## src/rtl/odometer_accum.sv

```systemverilog
// Distance accumulator: a prescaled sample tick adds velocity into a fractional accumulator.
// Each completed unit pulses once and advances a saturating odometer plus wrapping trip counters.
module odometer_accum #(
  parameter int unsigned VEL_W    = 7,
  parameter int unsigned MOD      = 36000,
  parameter int unsigned TICK_DIV = 2500000,
  parameter int unsigned DIST_W   = 20,
  parameter int unsigned NUM_TRIP = 2,
  parameter int unsigned TRIP_MOD = 10000,
  localparam int unsigned FRAC_W  = $clog2(MOD),
  localparam int unsigned TRIP_W  = $clog2(TRIP_MOD)
) (
  input  logic                         clk,
  input  logic                         rst_n,
  input  logic                         en,
  input  logic [VEL_W-1:0]             velocity,
  input  logic [NUM_TRIP-1:0]          trip_clr,
  output logic                         unit_pulse,
  output logic [FRAC_W-1:0]            frac_out,
  output logic [DIST_W-1:0]            odo_total,
  output logic [NUM_TRIP*TRIP_W-1:0]   trip_count
);

  localparam int unsigned PCNT_W = (TICK_DIV > 1) ? $clog2(TICK_DIV) : 1;
  localparam int unsigned SUM_W  = FRAC_W + 1;

  logic [PCNT_W-1:0]                 pcnt_q, pcnt_d;
  logic [FRAC_W-1:0]                 frac_q, frac_d;
  logic                              unit_q, unit_d;
  logic [DIST_W-1:0]                 odo_q, odo_d;
  logic [NUM_TRIP-1:0][TRIP_W-1:0]   trip_q, trip_d;
  logic                              tick;
  logic [SUM_W-1:0]                  sum;
  logic                              carry;

  assign tick  = en && (pcnt_q == PCNT_W'(TICK_DIV - 1));
  // Full-width sum so the carry into the next unit is never lost.
  assign sum   = SUM_W'(frac_q) + SUM_W'(velocity);
  assign carry = sum >= SUM_W'(MOD);

  always_comb begin
    pcnt_d = pcnt_q;
    frac_d = frac_q;
    unit_d = 1'b0;
    odo_d  = odo_q;
    trip_d = trip_q;

    if (en) begin
      pcnt_d = tick ? '0 : pcnt_q + PCNT_W'(1);
    end

    if (tick) begin
      if (carry) begin
        frac_d = FRAC_W'(sum - SUM_W'(MOD));
        unit_d = 1'b1;
      end else begin
        frac_d = FRAC_W'(sum);
      end
    end

    if (unit_d && (odo_q != {DIST_W{1'b1}})) begin
      odo_d = odo_q + DIST_W'(1);
    end

    // A clear on the same edge as a unit wins for that trip only.
    for (int i = 0; i < int'(NUM_TRIP); i++) begin
      if (trip_clr[i]) begin
        trip_d[i] = '0;
      end else if (unit_d) begin
        trip_d[i] = (trip_q[i] == TRIP_W'(TRIP_MOD - 1)) ? '0 : trip_q[i] + TRIP_W'(1);
      end
    end
  end

  always_ff @(posedge clk or negedge rst_n) begin
    if (!rst_n) begin
      pcnt_q <= '0;
      frac_q <= '0;
      unit_q <= 1'b0;
      odo_q  <= '0;
      trip_q <= '0;
    end else begin
      pcnt_q <= pcnt_d;
      frac_q <= frac_d;
      unit_q <= unit_d;
      odo_q  <= odo_d;
      trip_q <= trip_d;
    end
  end

  assign unit_pulse = unit_q;
  assign frac_out   = frac_q;
  assign odo_total  = odo_q;
  assign trip_count = trip_q;

endmodule

```

## config.mk

```make
export PLATFORM = sky130hd
export DESIGN_NAME = odometer_accum
export DESIGN_NICKNAME = d
export VERILOG_FILES = /design/src/rtl/odometer_accum.sv
export SDC_FILE = /design/constraint.sdc
export NUM_CORES = 1
export LEC_CHECK = 0
export BUFFER_PORTS_ARGS = -buffer_cell sky130_fd_sc_hd__buf_4
export CAP_MARGIN = 30
export CORE_AREA = 8 8 141 143
export CTS_CLUSTER_DIAMETER = 60
export DETAILED_ROUTE_END_ITERATION = 12
export DIE_AREA = 0 0 149 151
export GPL_ROUTABILITY_DRIVEN = 0
export HOLD_SLACK_MARGIN = 0.1
export PLACE_DENSITY_LB_ADDON = 0.25
export RECOVER_POWER = 50
export SYNTH_ARGS = -nofsm -noshare
export SYNTH_HDL_FRONTEND = slang
export SYNTH_SLANG_ARGS = --single-unit
```

## constraint.sdc

```tcl
create_clock -name clk -period 3.3 [get_ports clk]
set_clock_uncertainty 0.15 [all_clocks]
set_input_delay 0.165 -clock clk [delete_from_list [all_inputs] [get_ports clk]]
set_output_delay 0.165 -clock clk [all_outputs]
set_load 0.1 [all_outputs]
```

==> reports/metrics.cfg, run 1 <==
[yosys]
synth_edf_count=0
syn_nets=589
ys_warn_count=0
synth.cell_area_um2=5191
synth.area.top_cells=dfrtp_1 (42%), xnor2_1 (6.7%), nand2_1 (5.4%), nand3_1 (3.8%), xor2_1 (3.7%)
synth_cell_type_count=71
synth_ff_type=dfrtp_1
synth_area_leader_cell=dfrtp_1
synth_top_area_share_pct=41.94
async_reset_ff_share_pct=100.0
synth-seq-area-share_pct=41.94
ys_ff_latch=87
synth_cells=564
postSynthAreaPerCell_um2=9.204

[cts]
cts_tree=yes
path_clk_slew_ps=70
cts_made_buffers=9
cts.path.max_buffers=2
cts_root_buf=clkbuf_16
cts_sinks=87
htreeDepth=3
insertion_delay_ps=350

[timing]
rsz0062_at_grt=true
setup_ws_ps=-228.2
finalCriticalPeriod_ps=3528
setup_violations=54
hold_violations=0
fmax_mhz=283.4
period_share_pct=106.9
maxSlewHeadroom_pct=18.65
drv_slew=0
tightestPinTransition_ps=1220

[die]
start_util_pct=29.40
design.portCount=77
die_h_um=151
die_w_um=149
dieArea_um2=22500
row_count=49
core_area_um2=17660

[placed_design]
dpl_cell_area_um2=6580
detailed_place_hpwl_um=10970
io_buffers=76
dp_cells=921

[worst_setup_path]
worst-setup-path-type=reg2reg
crit_required_ps=3390
cp-start-kind=flip-flop
end_kind=flip-flop
worst_ep_arrival_time_ps=3610
cp_max_fo=5

[job]
drv_cap=0

[grt]
busiest_layer=met2
grt_max_degree=43
antenna_found_initial=0
grt_pass1_wl_um=25030
grt_pass1_vias=4956
grt_use_met3_pct=4.183
grt_use_met2_pct=22.81
grt_use_total_pct=13.74
overflow=0
grt_use_met1_pct=16.74

[detailed_routing]
dr.pass1.iters=5
vias=4887
final_antenna_net_count=0
drt_iter0_markers=263
totalWireLength_um=15390
wire_per_inst_um=16.09
drc=0
avgViaCountPerCell=5.112

[final_layout]
drive_gt1_share_pct=33.15
final_cell_mix=buf_4 (121), dfrtp_1 (80), nand2_1 (68), nor2_1 (45), xnor2_1 (36)
diodes=0
layout.nets=747
fin_area_um2=7291
nFillCells=1795
synthToLayoutAreaGrowth_pct=40.44
instances_no_fill=956
post-route-util_pct=41.29
final_common_cell=buf_4

[status]
status=finished with violations
violations=negative setup slack

[power]
p_leak_nw=3.199
p_per_area_nw_per_um2=325.9
vdd.ir_drop.worst_v=0.0002364

[hold_path]
holdCritPathClass=in2reg

==> sequential cells by signal, summed over array words and instances, names as in the netlist <==
signal / count
trip_count: 28
pcnt_q: 22
odo_total: 20
frac_out: 16
unit_pulse: 1
==> report_power, final <==
group | switching, mW | internal, mW
Sequential | 0.0532 | 1.11
Combinational | 0.149 | 0.0926
Clock | 0.457 | 0.515
==> cell usage after synthesis, types with 6 or more instances <==
| library cell | number |
|---|---|
| dfrtp_1 | 87 |
| o21ai_0 | 24 |
| clkbuf_1 | 9 |
| inv_1 | 13 |
| nand4_1 | 23 |
| nor4_1 | 10 |
| or3_1 | 10 |
| nand2_1 | 75 |
| nor2_1 | 46 |
| and2_1 | 6 |
| a31oi_1 | 13 |
| nand3_1 | 39 |
| nor3_1 | 8 |
| a21oi_1 | 28 |
| xnor2_1 | 40 |
| ha_1 | 12 |
| xor2_1 | 22 |
| and3_1 | 11 |
==> path summary, 6_finish.rpt <==
path	depth (start not counted)	endpoint	slack, ps	startpoint
setup / recovery	14	odo_total[1]	-230	frac_out[0]
hold / removal	4	frac_out[1]	120	velocity[1]
setup reg to reg	14	odo_total[1]	-230	frac_out[0]
hold reg to reg	1	odo_total[15]	340	odo_total[15]
max in group asynchronous	3	unit_pulse	870	rst_n
min in group asynchronous	2	frac_out[7]	430	rst_n
==> final cells by class <==
| class | count | area [µm²] | area share, % |
|---|---|---|---|
| well taps | 229 | 286.5 | 3.930 |
| inverters | 14 | 60.06 | 0.8238 |
| clock inverters | 6 | 43.79 | 0.6007 |
| clock buffers | 10 | 229.0 | 3.141 |
| repair buffers | 166 | 1224 | 16.78 |
| flip-flops and latches | 87 | 2188 | 30.02 |
| multi-input cells | 444 | 3259 | 44.71 |
==> routing by layer <==
metal / vias up / share of wire [%]
met5: - / 0
met2: 112 / 49
met4: 0 / 1.5
met3: 23 / 5.1
li1: 2343 / -
met1: 2409 / 45
==> worst max-delay path, cell delays in order, from the launching register on <==
cell and delay, ps:
dfrtp_4 490, ha_4 170, fa_2 360, a211oi_4 280
o21a_2 230, nor4_4 50, o32a_1 200, o31a_1 340
a311oi_4 270, nand2_4 90, nand2_4 110, clkinv_4 70
a21boi_4 160, buf_12 150, mux2_4 290
==> cell families (layout without fill, tap and decap cells) <==
kind of cell    after synthesis  after routing  synth area share, %
xor+xnor                     62             62                10.46
simple gates                261            261                26.03
mux                           6              6                1.253
flops                        87             87                41.94
fa+ha+maj                    13             13                3.278
compound gates              102            102                13.96
buf+inv                      33            196                3.085
==> stage by stage <==
stage	TNS, ps	worst slack [ps]	power (mW)	hold WS [ps]
after CTS	-5412	-204.2	2.410	103.5
after global routing	-16790	-394.6	2.480	147.7
after detailed placement	-14200	-376.1	1.413	67.91
after global placement	-11460	-309.2	1.404	58.55
final	-6494	-228.2	2.376	118.7
after floorplan	-20630	-486.5	1.318	-280.6
==> timing repair <==
action                     in CTS  in global routing
pin swaps                      32                 30
cloned                          0                  1
setup buffers                   5                  8
setup endpoints to repair      59                 59
hold buffers                    5                  0
resized for setup              36                 45
hold endpoints to repair       73                  0
Note: power is estimated with default switching activity, not from simulation.
==> inputs of run 2 (changes only) <==
- CORE_AREA: 8 8 141 143 -> 8 8 167 122
- DIE_AREA: 0 0 149 151 -> 0 0 175 130
==> run 2 against run 1 <==
- the flow still finishes with violations (negative setup slack)
- worst setup slack worse by 110 ps
- power increased by 3.5%
- fmax down 2.9%
- clock power increased by 9%
- highest routed layer unchanged
- sequential share of layout area is 0.30 points lower
- largest power group unchanged
- critical path type unchanged
- final area rose by 1.0%
- sequential power barely moved
==> reports/metrics.cfg, run 2 (synthesis results as in run 1) <==
[status]
status=finished with violations
violations=negative setup slack

[grt]
grt_max_degree=46  ; +7.0%
grt_use_total_pct=13.67  ; -0.071 points
overflow=0  ; unchanged
grt_pass1_wl_um=25520  ; +1.9%
antenna_found_initial=0  ; unchanged
grt_pass1_vias=4875  ; -1.6%

[timing]
tightestPinTransition_ps=1211  ; -9.658 ps
rsz0062_at_grt=true
finalCriticalPeriod_ps=3635  ; +106.6 ps
setup_ws_ps=-334.7  ; -106.6 ps
setup_violations=60  ; +11%
maxSlewHeadroom_pct=19.29  ; +0.64 points
drv_slew=0  ; unchanged
hold_violations=0  ; unchanged
period_share_pct=110.1  ; +3.2 points
fmax_mhz=275.1  ; -2.9%
finalHoldWorstSlack_ps=119.8  ; +1.104 ps

[worst_setup_path]
worst_ep_arrival_time_ps=3720  ; +110 ps
path_common_cell=buf_4
cp_max_fo=5  ; unchanged
crit_required_ps=3380  ; about the same
cpMaxStageDelayCell=dfrtp_4
worstPathCellList=ha_4 > fa_2 > a211oi_4 > o21a_1 > buf_4 > nor4_4 > o32a_1 > o31a_1 > a311oi_4 > nand2_4 > nand2_8 > clkinv_8 > buf_4 > nand4_1 > mux2_4
critPathMaxStageDelay_ps=490  ; about the same
reg2reg_depth=15  ; +1
end_kind=flip-flop
worst-setup-path-type=reg2reg
cp-start-kind=flip-flop

[final_layout]
diodes=0  ; unchanged
layout.nets=753  ; +0.80%
final_cell_mix=buf_4 (124), dfrtp_1 (80), nand2_1 (73), nor2_1 (46), xnor2_1 (38)
final_common_cell=buf_4
drive_gt1_share_pct=32.88  ; -0.27 points
synthToLayoutAreaGrowth_pct=41.84
largest_register_ffs=28  ; unchanged

[power]
p_leak_nw=3.209  ; +0.34%
total_power_mw=2.459  ; +3.5%
vdd.ir_drop.worst_v=0.0002201  ; -6.9%
p_per_area_nw_per_um2=334.0  ; +2.5%

[detailed_routing]
drt_iter0_markers=346  ; +32%
final_antenna_net_count=0  ; unchanged
dr.pass1.iters=5  ; unchanged
wire_per_inst_um=15.69  ; -2.5%
drc=0  ; unchanged
vias=4863  ; -0.49%
totalWireLength_um=15210  ; -1.2%
avgViaCountPerCell=5.019  ; -1.8%

[die]
design.portCount=77  ; unchanged
dieArea_um2=22750  ; +1.1%
start_util_pct=29.33  ; -0.069 points
core_area_um2=17700  ; +0.23%
die_h_um=130  ; -14%
row_count=41  ; -16%
die_w_um=175  ; +17%

[cts]
cts_tree=yes
path_clk_slew_ps=70  ; about the same
cts_root_buf=clkbuf_16
cts_sinks=87  ; unchanged
cts.path.max_buffers=2  ; unchanged
htreeDepth=3  ; unchanged
insertion_delay_ps=350  ; about the same
cts_made_buffers=9  ; unchanged

[placed_design]
io_buffers=76  ; unchanged
detailed_place_hpwl_um=10870  ; -0.96%
dpl_worst_slack_ps=-369.1  ; +6.969 ps

[hold_path]
holdCritPathClass=in2reg
worstHoldPathCells=4  ; unchanged

[job]
drv_cap=0  ; unchanged

## run 2: cell types whose count changed in the layout (fill, tap and decap cells not counted), moves of 3 or more
cell,change
nand3_2,+3
nand2_4,-3
nand2_2,-3
nand2_1,+5
buf_8,+3
buf_4,+3
o21ai_0,-3
## run 2: metrics by stage
step           cells  instance area (µm²)  setup TNS (ps)  util, %
2_1_floorplan    564                 5286          -20630        -
3_3_place_gp     926                 6553          -11780    37.02
3_5_place_dp     926                 6553          -14570    37.02
4_1_cts          960                 7243          -11210    40.93
5_1_grt          969                 7363          -21040    41.60
6_report         969                 7363          -11610    41.60
## run 2: routing by layer
metal	wire length [µm]	up-vias	GRT usage (%)	share of wire (%)
li1	-	2363	-	-
met1	7617	2352	19.15	50
met2	6461	135	20.11	42
met3	955	13	3.838	6.3
met4	170	0	4.076	1.1
met5	0	-	0	0
## run 2: final cells by class
type,count,area [µm²]
Clock buffer,10,229.0
Tap cell,236,295.3
Inverter,14,65.06
Timing Repair Buffer,170,1284
Sequential cell,87,2188
Fill cell,1735,10330
Multi-Input combinational cell,445,3214
Timing Repair inverter,1,11.26
Clock inverter,6,76.32
## run 2: path summary, 6_finish.rpt
kind | startpoint | end | slack [ps]
worst max-delay path | frac_out[0] | odo_total[19] | -330
worst min-delay path | velocity[1] | frac_out[1] | 120
min in group asynchronous | rst_n | odo_total[1] | 460
worst min register to register | pcnt_q[4] | pcnt_q[4] | 340
worst max register to register | frac_out[0] | odo_total[19] | -330
max in group asynchronous | rst_n | trip_count[9] | 1020
## run 2: where the power goes
part | leakage [nW] | total (mW) | switching, mW | internal, mW
sequential | 1.16 | 1.16 | 0.0541 | 1.11
clock | 0.149 | 1.06 | 0.461 | 0.600
combinational | 1.90 | 0.235 | 0.146 | 0.0888
## run 2: repair_timing
item                                    4_1_cts  5_1_grt
endpoints found under the hold margin        77        0
pin swaps                                    53       30
cloned                                        2        2
hold buffers                                  5        0
gates resized for setup                      52       31
buffers inserted                             12        8
endpoints found under the setup margin       59       60
## run 2: critical path: cells and delay by family (launching register included)
family / cells / cell delay, ps
AND/OR/NAND/NOR: 4 / 390
flip-flops: 1 / 490
AO/OA/AOI/OAI: 5 / 1310
multiplexers: 1 / 300
buffers and inverters: 3 / 350
adder cells (fa/ha/maj): 2 / 540
